<file path="config.mk">
export PLATFORM = sky130hd
export DESIGN_NAME = nano_mem_arbiter
export DESIGN_NICKNAME = d
export VERILOG_FILES = /design/src/rtl/nano_pkg.sv /design/src/rtl/nano_mem_arbiter.sv
export SDC_FILE = /design/constraint.sdc
export NUM_CORES = 1
export LEC_CHECK = 0
export ABC_AREA = 1
export CORE_ASPECT_RATIO = 1.1
export CORE_UTILIZATION = 23
export DETAILED_ROUTE_END_ITERATION = 16
export PLACE_DENSITY = 0.78
export SYNTH_ARGS = -nofsm -noshare
export SYNTH_HDL_FRONTEND = slang
export SYNTH_SLANG_ARGS = --single-unit
</file>
<file path="constraint.sdc">
create_clock -name ck -period 1.73 [get_ports ck]
set_clock_uncertainty 0.1 [all_clocks]
set_input_delay 0.519 -clock ck [delete_from_list [all_inputs] [get_ports ck]]
set_output_delay 0.519 -clock ck [all_outputs]
set_load 0.02 [all_outputs]
</file>
<file path="src/rtl/nano_pkg.sv">
// nano_pkg: shared NanoCPU memory-system types and widths.
package nano_pkg;
    typedef enum logic [1:0] {IDLE, OWN0, OWN1} arb_state_t;
    localparam int NANO_AW = 8;
    localparam int NANO_DW = 16;
endpackage

</file>
<file path="src/rtl/nano_mem_arbiter.sv">
// nano_mem_arbiter: round-robin, burst-limited arbiter sharing one async-read memory between
// the NanoCPU (M0) and a host/DMA loader (M1).
module nano_mem_arbiter
    import nano_pkg::*;
#(
    parameter int AW       = NANO_AW,
    parameter int DW       = NANO_DW,
    parameter int HOLD_MAX = 4
) (
    input  logic          ck,
    input  logic          rst,
    input  logic          m0_req,
    input  logic          m0_we,
    input  logic [AW-1:0] m0_addr,
    input  logic [DW-1:0] m0_wdata,
    output logic          m0_gnt,
    output logic [DW-1:0] m0_rdata,
    input  logic          m1_req,
    input  logic          m1_we,
    input  logic [AW-1:0] m1_addr,
    input  logic [DW-1:0] m1_wdata,
    output logic          m1_gnt,
    output logic [DW-1:0] m1_rdata,
    output logic          mem_ce,
    output logic          mem_we,
    output logic [AW-1:0] mem_addr,
    output logic [DW-1:0] mem_wdata,
    input  logic [DW-1:0] mem_rdata
);
    localparam int CW = $clog2(HOLD_MAX) + 1;
    localparam logic [CW-1:0] LAST = CW'(HOLD_MAX - 1);

    arb_state_t    r_state, w_next;
    logic          r_last_owner;
    logic [CW-1:0] r_burst_cnt;
    logic          w_cap;

    // The counter saturates at LAST, so a long lone burst still yields at once on contention.
    assign w_cap = r_burst_cnt == LAST;

    always_comb begin
        w_next = IDLE;
        case (r_state)
            IDLE:    w_next = (m0_req && m1_req) ? (r_last_owner ? OWN0 : OWN1) :
                              m0_req ? OWN0 : m1_req ? OWN1 : IDLE;
            OWN0:    w_next = !m0_req ? (m1_req ? OWN1 : IDLE) : (m1_req && w_cap) ? OWN1 : OWN0;
            OWN1:    w_next = !m1_req ? (m0_req ? OWN0 : IDLE) : (m0_req && w_cap) ? OWN0 : OWN1;
            default: w_next = IDLE;
        endcase
    end

    always_ff @(posedge ck or negedge rst) begin
        if (!rst) begin
            r_state      <= IDLE;
            r_last_owner <= 1'b1;
            r_burst_cnt  <= '0;
        end else begin
            r_state <= w_next;
            if (w_next != IDLE && w_next != r_state) begin
                r_burst_cnt  <= '0;
                r_last_owner <= w_next == OWN1;
            end else if (w_next != IDLE && !w_cap) begin
                r_burst_cnt <= r_burst_cnt + 1'b1;
            end
        end
    end

    assign m0_gnt   = r_state == OWN0;
    assign m1_gnt   = r_state == OWN1;
    assign m0_rdata = m0_gnt ? mem_rdata : '0;
    assign m1_rdata = m1_gnt ? mem_rdata : '0;

    always_comb begin
        mem_ce    = m0_gnt ? m0_req : m1_gnt ? m1_req : 1'b0;
        mem_we    = m0_gnt ? (m0_req & m0_we) : m1_gnt ? (m1_req & m1_we) : 1'b0;
        mem_addr  = m0_gnt ? m0_addr : m1_gnt ? m1_addr : '0;
        mem_wdata = m0_gnt ? m0_wdata : m1_gnt ? m1_wdata : '0;
    end
endmodule

</file>
# == After elaboration in Yosys (flattened, before gate mapping) ==
# Index checks and enable logic that the tools add are counted.
# totals
reg_bits,6
input_bits,70
output_inout_bits,60
elab_cells,42
# classes
add_sub_neg,1
n_eq_ne,5
mux,22
n_bitwise,2
n_reduce_logical,9
# ops
op,count
16-bit 2-to-1 mux,4
2-bit 2-to-1 mux,8
8-bit 2-to-1 mux,2
3-bit 2-to-1 mux,2
2-bit one-hot mux with 3 select lines,1
1-bit logical AND,5
1-bit 2-to-1 mux,5
"2-bit == test, second input constant",2
2-bit nonzero test,2
"3-bit by 1-bit adder with 3-bit output, second input constant",1
"3-bit by 2-bit == test with 1-bit output, second input constant",1
1-bit bitwise AND,2
"2-bit by 1-bit == test with 1-bit output, second input constant",1
2-bit zero test,1
2-bit != test,1
1-bit zero test,1

# == Depth between registers and ports, before layout ==
# Gate-level depths: netlist of run 1.
# logic_depth
word_depth,9
ltp_mapped,11
mapped_depth_nobuf,11

# == Least setup slack after synthesis of run 1 ==
# OpenSTA, ideal clock, no wires.
# synth_timing
kind,register to output
from,register r_state[0]
to,output mem_ce
arrival_ns,1.243
required_time_ns,1.111
path_slack_ns,-0.132
stages_incl_launch_ff,7
path_buffers,2
cell_sequence,dfrtp_1 -> inv_2 -> nor2_2 -> buf_4 -> buf_2 -> nand2_1 -> o21ai_1
# synth_between
word_cells_on_any_way,4
classes_between,2 x eq/ne; 2 x mux
# synth_lines
item,line,source
start: declaration,nano_mem_arbiter.sv:33,"arb_state_t r_state, w_next;"
start signal: assignment,nano_mem_arbiter.sv:58,r_state <= w_next;
2-bit by 1-bit == test with 1-bit output,nano_mem_arbiter.sv:68,assign m0_gnt = r_state == OWN0;
net m0_gnt,nano_mem_arbiter.sv:16,"output logic m0_gnt,"
1-bit 2-to-1 mux,nano_mem_arbiter.sv:74,mem_ce = m0_gnt ? m0_req : m1_gnt ? m1_req : 1'b0;
end: declaration,nano_mem_arbiter.sv:24,"output logic mem_ce,"
# The timed path passes the listed nets, and every way through them passes these cells.

# == Worst setup path after layout of run 1 ==
# layout_timing
from,register r_state[0]
to,output mem_addr[0]
# layout_between
elab_chain_len,3
word_cells_on_any_way,4
classes_between,2 x eq/ne; 2 x mux
# layout_rtl
item,line,source
2-bit == test,nano_mem_arbiter.sv:69,assign m1_gnt = r_state == OWN1;
8-bit 2-to-1 mux,nano_mem_arbiter.sv:76,mem_addr = m0_gnt ? m0_addr : m1_gnt ? m1_addr : '0;
8-bit 2-to-1 mux *,nano_mem_arbiter.sv:76,
end: declaration,nano_mem_arbiter.sv:26,"output logic [AW-1:0] mem_addr,"
# Mark *: on every way between the ends. The rest lies on a longest branch, timed or not.

==> results.cfg, run 1 <==
[status]
outcome = finished with violations
violations = negative setup slack

[logic_synthesis]
syn_area_um2 = 863
synthFlopType = dfrtp_1
ys.warnings.count = 0
synth-seq-area-share = 0.175
syn_area_per_cell_um2 = 6.00
synth-edff-count = 0
ys_types = 18
synth-async-reset-ratio = 1.00
ys_ff_latch = 6
synthCells = 144
synth_nets = 216

[sta]
worst_slack_ns = -0.376
finalHoldViolations = 0
tightest_slew_ns = 0.267
hold-worst-slack_ns = 0.358
finalSetupTns_ns = -18.04
fin_crit_ns = 2.11
fmax_mhz = 475
finalMaxSlewViolations = 0
relSlewSlack = 0.822
grt_setup_unrepaired = true
fin_crit_sh = 1.22
finalSetupViolations = 63

[critical_path]
cp_num_buf_inv = 4
start_kind = flop
cp_top_family = buffers and inverters
path_depth = 6
path_class = flop to primary output
reg2regPathDepth = 11
cp_cell_sequence = buf_6 > nor2_4 > buf_12 > buf_16 > a22o_1 > buf_6
crit_top_cell = buf_6
worst_ep_arrival_time_ns = 1.49
max_stage_delay_ns = 0.41
reg2reg_from = r_state[0]$_DFF_PN0_
required_ns = 1.11
cp-startpoint = r_state[0]$_DFF_PN0_
slowest_stage = dfrtp_1
critPathMaxFanout = 10
cp-end-kind = primary output

[clock_tree]
root_buffer = clkbuf_4
cts-buffers-inserted = 3
clock_sinks = 6
clkTransAtPathRegs_ns = 0.04
clk_path_buf_depth = 2
htreeDepth = 1
cts_tree = done
clk_latency_ns = 0.24

[drt]
drt-total-wl_um = 6500
wl_per_cell_um = 18.3
drc = 0
drt_first_iter_violations = 60
drtAntennaViolNets = 0
vias_per_cell = 4.81
drt_first_pass_iters = 4
num_vias = 1708

[global_route]
overflow = 0
grt_antenna_before_repair = 1
met2_usage = 0.548
grt_pass1_vias = 1642
track_usage = 0.274
grt_max_degree = 14
busiest_layer = met2
met1_usage = 0.274
grt_pass1_wl_um = 8120
met3_usage = 0.0450

[place]
gp_congestion = 0.848
place_ws_ns = -0.763
portBuffers = 129
hpwl_um = 4510

[floorplanning]
die_area_mm2 = 0.00400
fp.dieW_um = 60.4
core_region_area_mm2 = 0.00347
die_y_um = 66.3
pin_count = 130
rows = 22
initial_core_util = 0.249

[power]
p_leak_nw = 1.44
powerDensity_mw_per_mm2 = 1530
ir_drop_uv = 1050

[finish]
layout_common_cells = 65 x clkdlybuf4s50_1, 50 x buf_6, 39 x buf_4
area_delta_synth_final_pct = 241
drive_gt1_frac = 0.542
mostFrequentLayoutCell = clkdlybuf4s50_1
num-nets-final = 379

[worst_hold_path]
holdPathStages = 2
min_from = r_last_owner$_DFFE_PN1P_
hp-class = flop to flop

[job]
cap_violations = 0
-- final timing paths --
kind	slack (ns)	endpoint
setup reg to reg	-0.02	r_burst_cnt[0]$_DFFE_PN0P_
hold / removal	0.36	r_last_owner$_DFFE_PN1P_
hold reg to reg	0.36	r_last_owner$_DFFE_PN1P_
setup / recovery	-0.38	mem_addr[0]
max in group asynchronous	0.84	r_last_owner$_DFFE_PN1P_
min in group asynchronous	0.42	r_burst_cnt[1]$_DFFE_PN0P_
-- cell usage after synthesis, types with 2 or more instances --
master	instances	area share
inv_2	6	0.026
ha_1	2	0.029
dfrtp_1	5	0.14
buf_2	5	0.029
nor2_1	36	0.16
nand3_2	2	0.023
inv_1	22	0.096
nand3_1	12	0.070
nor2_2	2	0.014
nand2_1	21	0.091
a22o_1	24	0.24
-- layout make-up --
type | count | area, um2
Antenna cell | 1 | 2.50
Tap cell | 48 | 60.1
Inverter | 28 | 110
Sequential cell | 6 | 151
Clock buffer | 4 | 26.3
Timing Repair Buffer | 165 | 1690
Fill cell | 190 | 520
Multi-Input combinational cell | 103 | 908
-- flip-flops by register name, summed over array words and instances, names as in the netlist --
signal	flops
r_burst_cnt	3
r_last_owner	1
r_state	2
-- through the flow --
stage               cells  utilization  instance area (um2)  total power [W]
floorplan             144            -                 1110          0.00206
global placement      337        0.751                 2610          0.00354
detailed placement    337        0.751                 2610          0.00359
CTS                   349        0.794                 2760          0.00410
global route          355        0.850                 2950          0.00471
finish                355        0.850                 2950          0.00451
-- worst reg2reg max path: cells and delay by family (launching register included) --
kind	cells	cell delay [ns]
buf+inv	4	0.53
flops	1	0.41
simple gates	7	0.67
-- per-layer routing --
layer	share of wire	routed length (um)
met1	0.35	2260
met2	0.56	3620
met3	0.065	421
met4	0.031	204
met5	0	0
-- cells by family (layout without fill, tap and decap cells) --
logic type / Yosys count / in the layout / synth area share
buf+inv: 35 / 197 / 0.164
flops: 6 / 6 / 0.175
compound gates: 25 / 25 / 0.249
simple gates: 76 / 76 / 0.383
other cells: 0 / 1 / 0
fa+ha+maj: 2 / 2 / 0.0290
-- report_power, final --
group          total [W]  internal, W  switching [W]
logic            0.00412      0.00207        0.00205
clock network   0.000134    0.0000872      0.0000473
registers       0.000258     0.000210      0.0000478
total            0.00451      0.00236        0.00215
-- what timing repair did --
action                     CTS  global route
hold buffers                 0             0
pin swaps                   16            16
setup endpoints to repair   64            64
buffers inserted             7             6
cloned                       1             1
resized for setup          356            39
No activity file was read; power rests on OpenSTA's default activity.
==> inputs of run 2 (changes only) <==
Settings changed: MAX_ROUTING_LAYER from default to met4.
==> run 2 against run 1 <==
The flow still finishes with violations (negative setup slack). Flip-flop and latch count stayed put. Power is essentially flat. Sequential power hardly changed. Via count is 0.88% higher. Core utilization unchanged. Sequential share of layout area is the same. Global-route usage increased by 0.71 points. Critical path depth stayed put. Combinational power about the same. First-iteration DRC count grew 5.0%. Clock power about the same. Register-to-register slack about the same. Critical path type unchanged. Largest power group unchanged. Highest routed layer unchanged.
==> results.cfg, run 2 (synthesis gave the netlist of run 1 again) <==
[power]
total_power_w = 0.00451
powerDensity_mw_per_mm2 = 1530
ir_drop_uv = 1050
p_leak_nw = 1.44

[drt]
drtAntennaViolNets = 0
drt_first_pass_iters = 4
wl_per_cell_um = 18.3
drt_first_iter_violations = 63
drt-total-wl_um = 6500
vias_per_cell = 4.85
drc = 0
num_vias = 1723

[worst_hold_path]
min_from = r_last_owner$_DFFE_PN1P_
hp-class = flop to flop
min_to = r_last_owner$_DFFE_PN1P_
holdPathStages = 2

[critical_path]
r2r_slack_ns = -0.03
start_kind = flop
cp_num_buf_inv = 4
cp-end-kind = primary output
path_depth = 6
slowest_stage = dfrtp_1
worst_ep_arrival_time_ns = 1.49
critPathMaxFanout = 10
reg2reg_from = r_state[0]$_DFF_PN0_
r2r-end = r_burst_cnt[0]$_DFFE_PN0P_
cp_cell_sequence = buf_6 > nor2_4 > buf_12 > buf_16 > a22o_1 > buf_6
reg2regPathDepth = 11
max_stage_delay_ns = 0.41
cp_top_family = buffers and inverters
path_class = flop to primary output
required_ns = 1.11
crit_top_cell = buf_6

[finish]
num-nets-final = 379
layout_common_cells = 65 x clkdlybuf4s50_1, 50 x buf_6, 39 x buf_4
drive_gt1_frac = 0.542
area_delta_synth_final_pct = 241
reg_top3 = r_burst_cnt (3), r_state (2), r_last_owner (1)
largest_reg_flops = 3
mostFrequentLayoutCell = clkdlybuf4s50_1
regMostFlops = r_burst_cnt

[clock_tree]
cts-hold-fix-buffers = 0
htreeDepth = 1
cts_tree = done
root_buffer = clkbuf_4
clk_path_buf_depth = 2
clkTransAtPathRegs_ns = 0.04
clk_latency_ns = 0.24
cts-buffers-inserted = 3
clock_sinks = 6

[sta]
hold-worst-slack_ns = 0.360
fmax_mhz = 474
finalSetupTns_ns = -18.13
fin_crit_ns = 2.11
grt_setup_unrepaired = true
finalHoldViolations = 0
finalMaxSlewViolations = 0
relSlewSlack = 0.822
finalSetupViolations = 64
fin_crit_sh = 1.22
tightest_slew_ns = 0.267
worst_slack_ns = -0.378

[floorplanning]
rows = 22
core_region_area_mm2 = 0.00347
initial_core_util = 0.249
die_area_mm2 = 0.00400
pin_count = 130
fp.dieW_um = 60.4
die_y_um = 66.3

[status]
outcome = finished with violations
violations = negative setup slack

[global_route]
grt_pass1_vias = 1642
track_usage = 0.281
grt_pass1_wl_um = 8120
overflow = 0
grt_max_degree = 14
grt_antenna_before_repair = 1

[place]
hpwl_um = 4510
gp_congestion = 0.862
portBuffers = 129
place_ws_ns = -0.763

[job]
cap_violations = 0
run 2: cell counts in the layout (fill, tap and decap cells not counted):
No cell type changed its count.
run 2: worst min-delay path, cell delays in order, from the launching register on:
cell	delay, ns
dfstp_2	0.36
nand2_1	0.06
nand2_1	0.04
run 2: repair_timing:
action,in CTS,in global routing
setup buffers,7,6
pin swaps,16,16
endpoints found under the setup margin,64,64
cloned,1,1
gates resized for setup,356,39
run 2: worst max path at each step:
stage / startpoint / endpoint / slack [ns]
finish: r_state[0]$_DFF_PN0_ / mem_addr[0] / -0.38
global route: r_state[0]$_DFF_PN0_ / mem_wdata[15] / -0.45
CTS: r_state[0]$_DFF_PN0_ / mem_addr[6] / -0.35
detailed placement: m0_req / mem_we / -0.76
global placement: m1_req / mem_ce / -0.76
floorplan: r_state[0]$_DFF_PN0_ / mem_addr[1] / -0.04
run 2: power breakdown:
part	switching [W]	total [W]	internal (W)	leakage (nW)
registers	0.0000480	0.000258	0.000210	0.0756
logic	0.00205	0.00412	0.00207	1.35
clock network	0.0000473	0.000134	0.0000872	0.0150
total	0.00215	0.00451	0.00236	1.44
run 2: per-stage QoR:
step / util / instances / cell area [um2]
finish: 0.850 / 355 / 2950
global route: 0.850 / 355 / 2950
CTS: 0.794 / 349 / 2760
detailed placement: 0.751 / 337 / 2610
global placement: 0.751 / 337 / 2610
floorplan: - / 144 / 1110
run 2: layout make-up:
| cell class | count | area, um2 |
|---|---|---|
| inverter | 28 | 110 |
| clock buffer | 4 | 26.3 |
| tap | 48 | 60.1 |
| sequential | 6 | 151 |
| fill | 190 | 520 |
| timing repair buffer | 165 | 1690 |
| multi-input combinational | 103 | 908 |
| antenna | 1 | 2.50 |
run 2: per-layer routing:
| layer | global-route usage | vias to the layer above | wire length (um) |
|---|---|---|---|
| met5 | - | - | 0 |
| li1 | - | 793 | - |
| met3 | 0.0450 | 18 | 428 |
| met4 | 0.0881 | 0 | 213 |
| met1 | 0.274 | 831 | 2270 |
| met2 | 0.548 | 81 | 3600 |
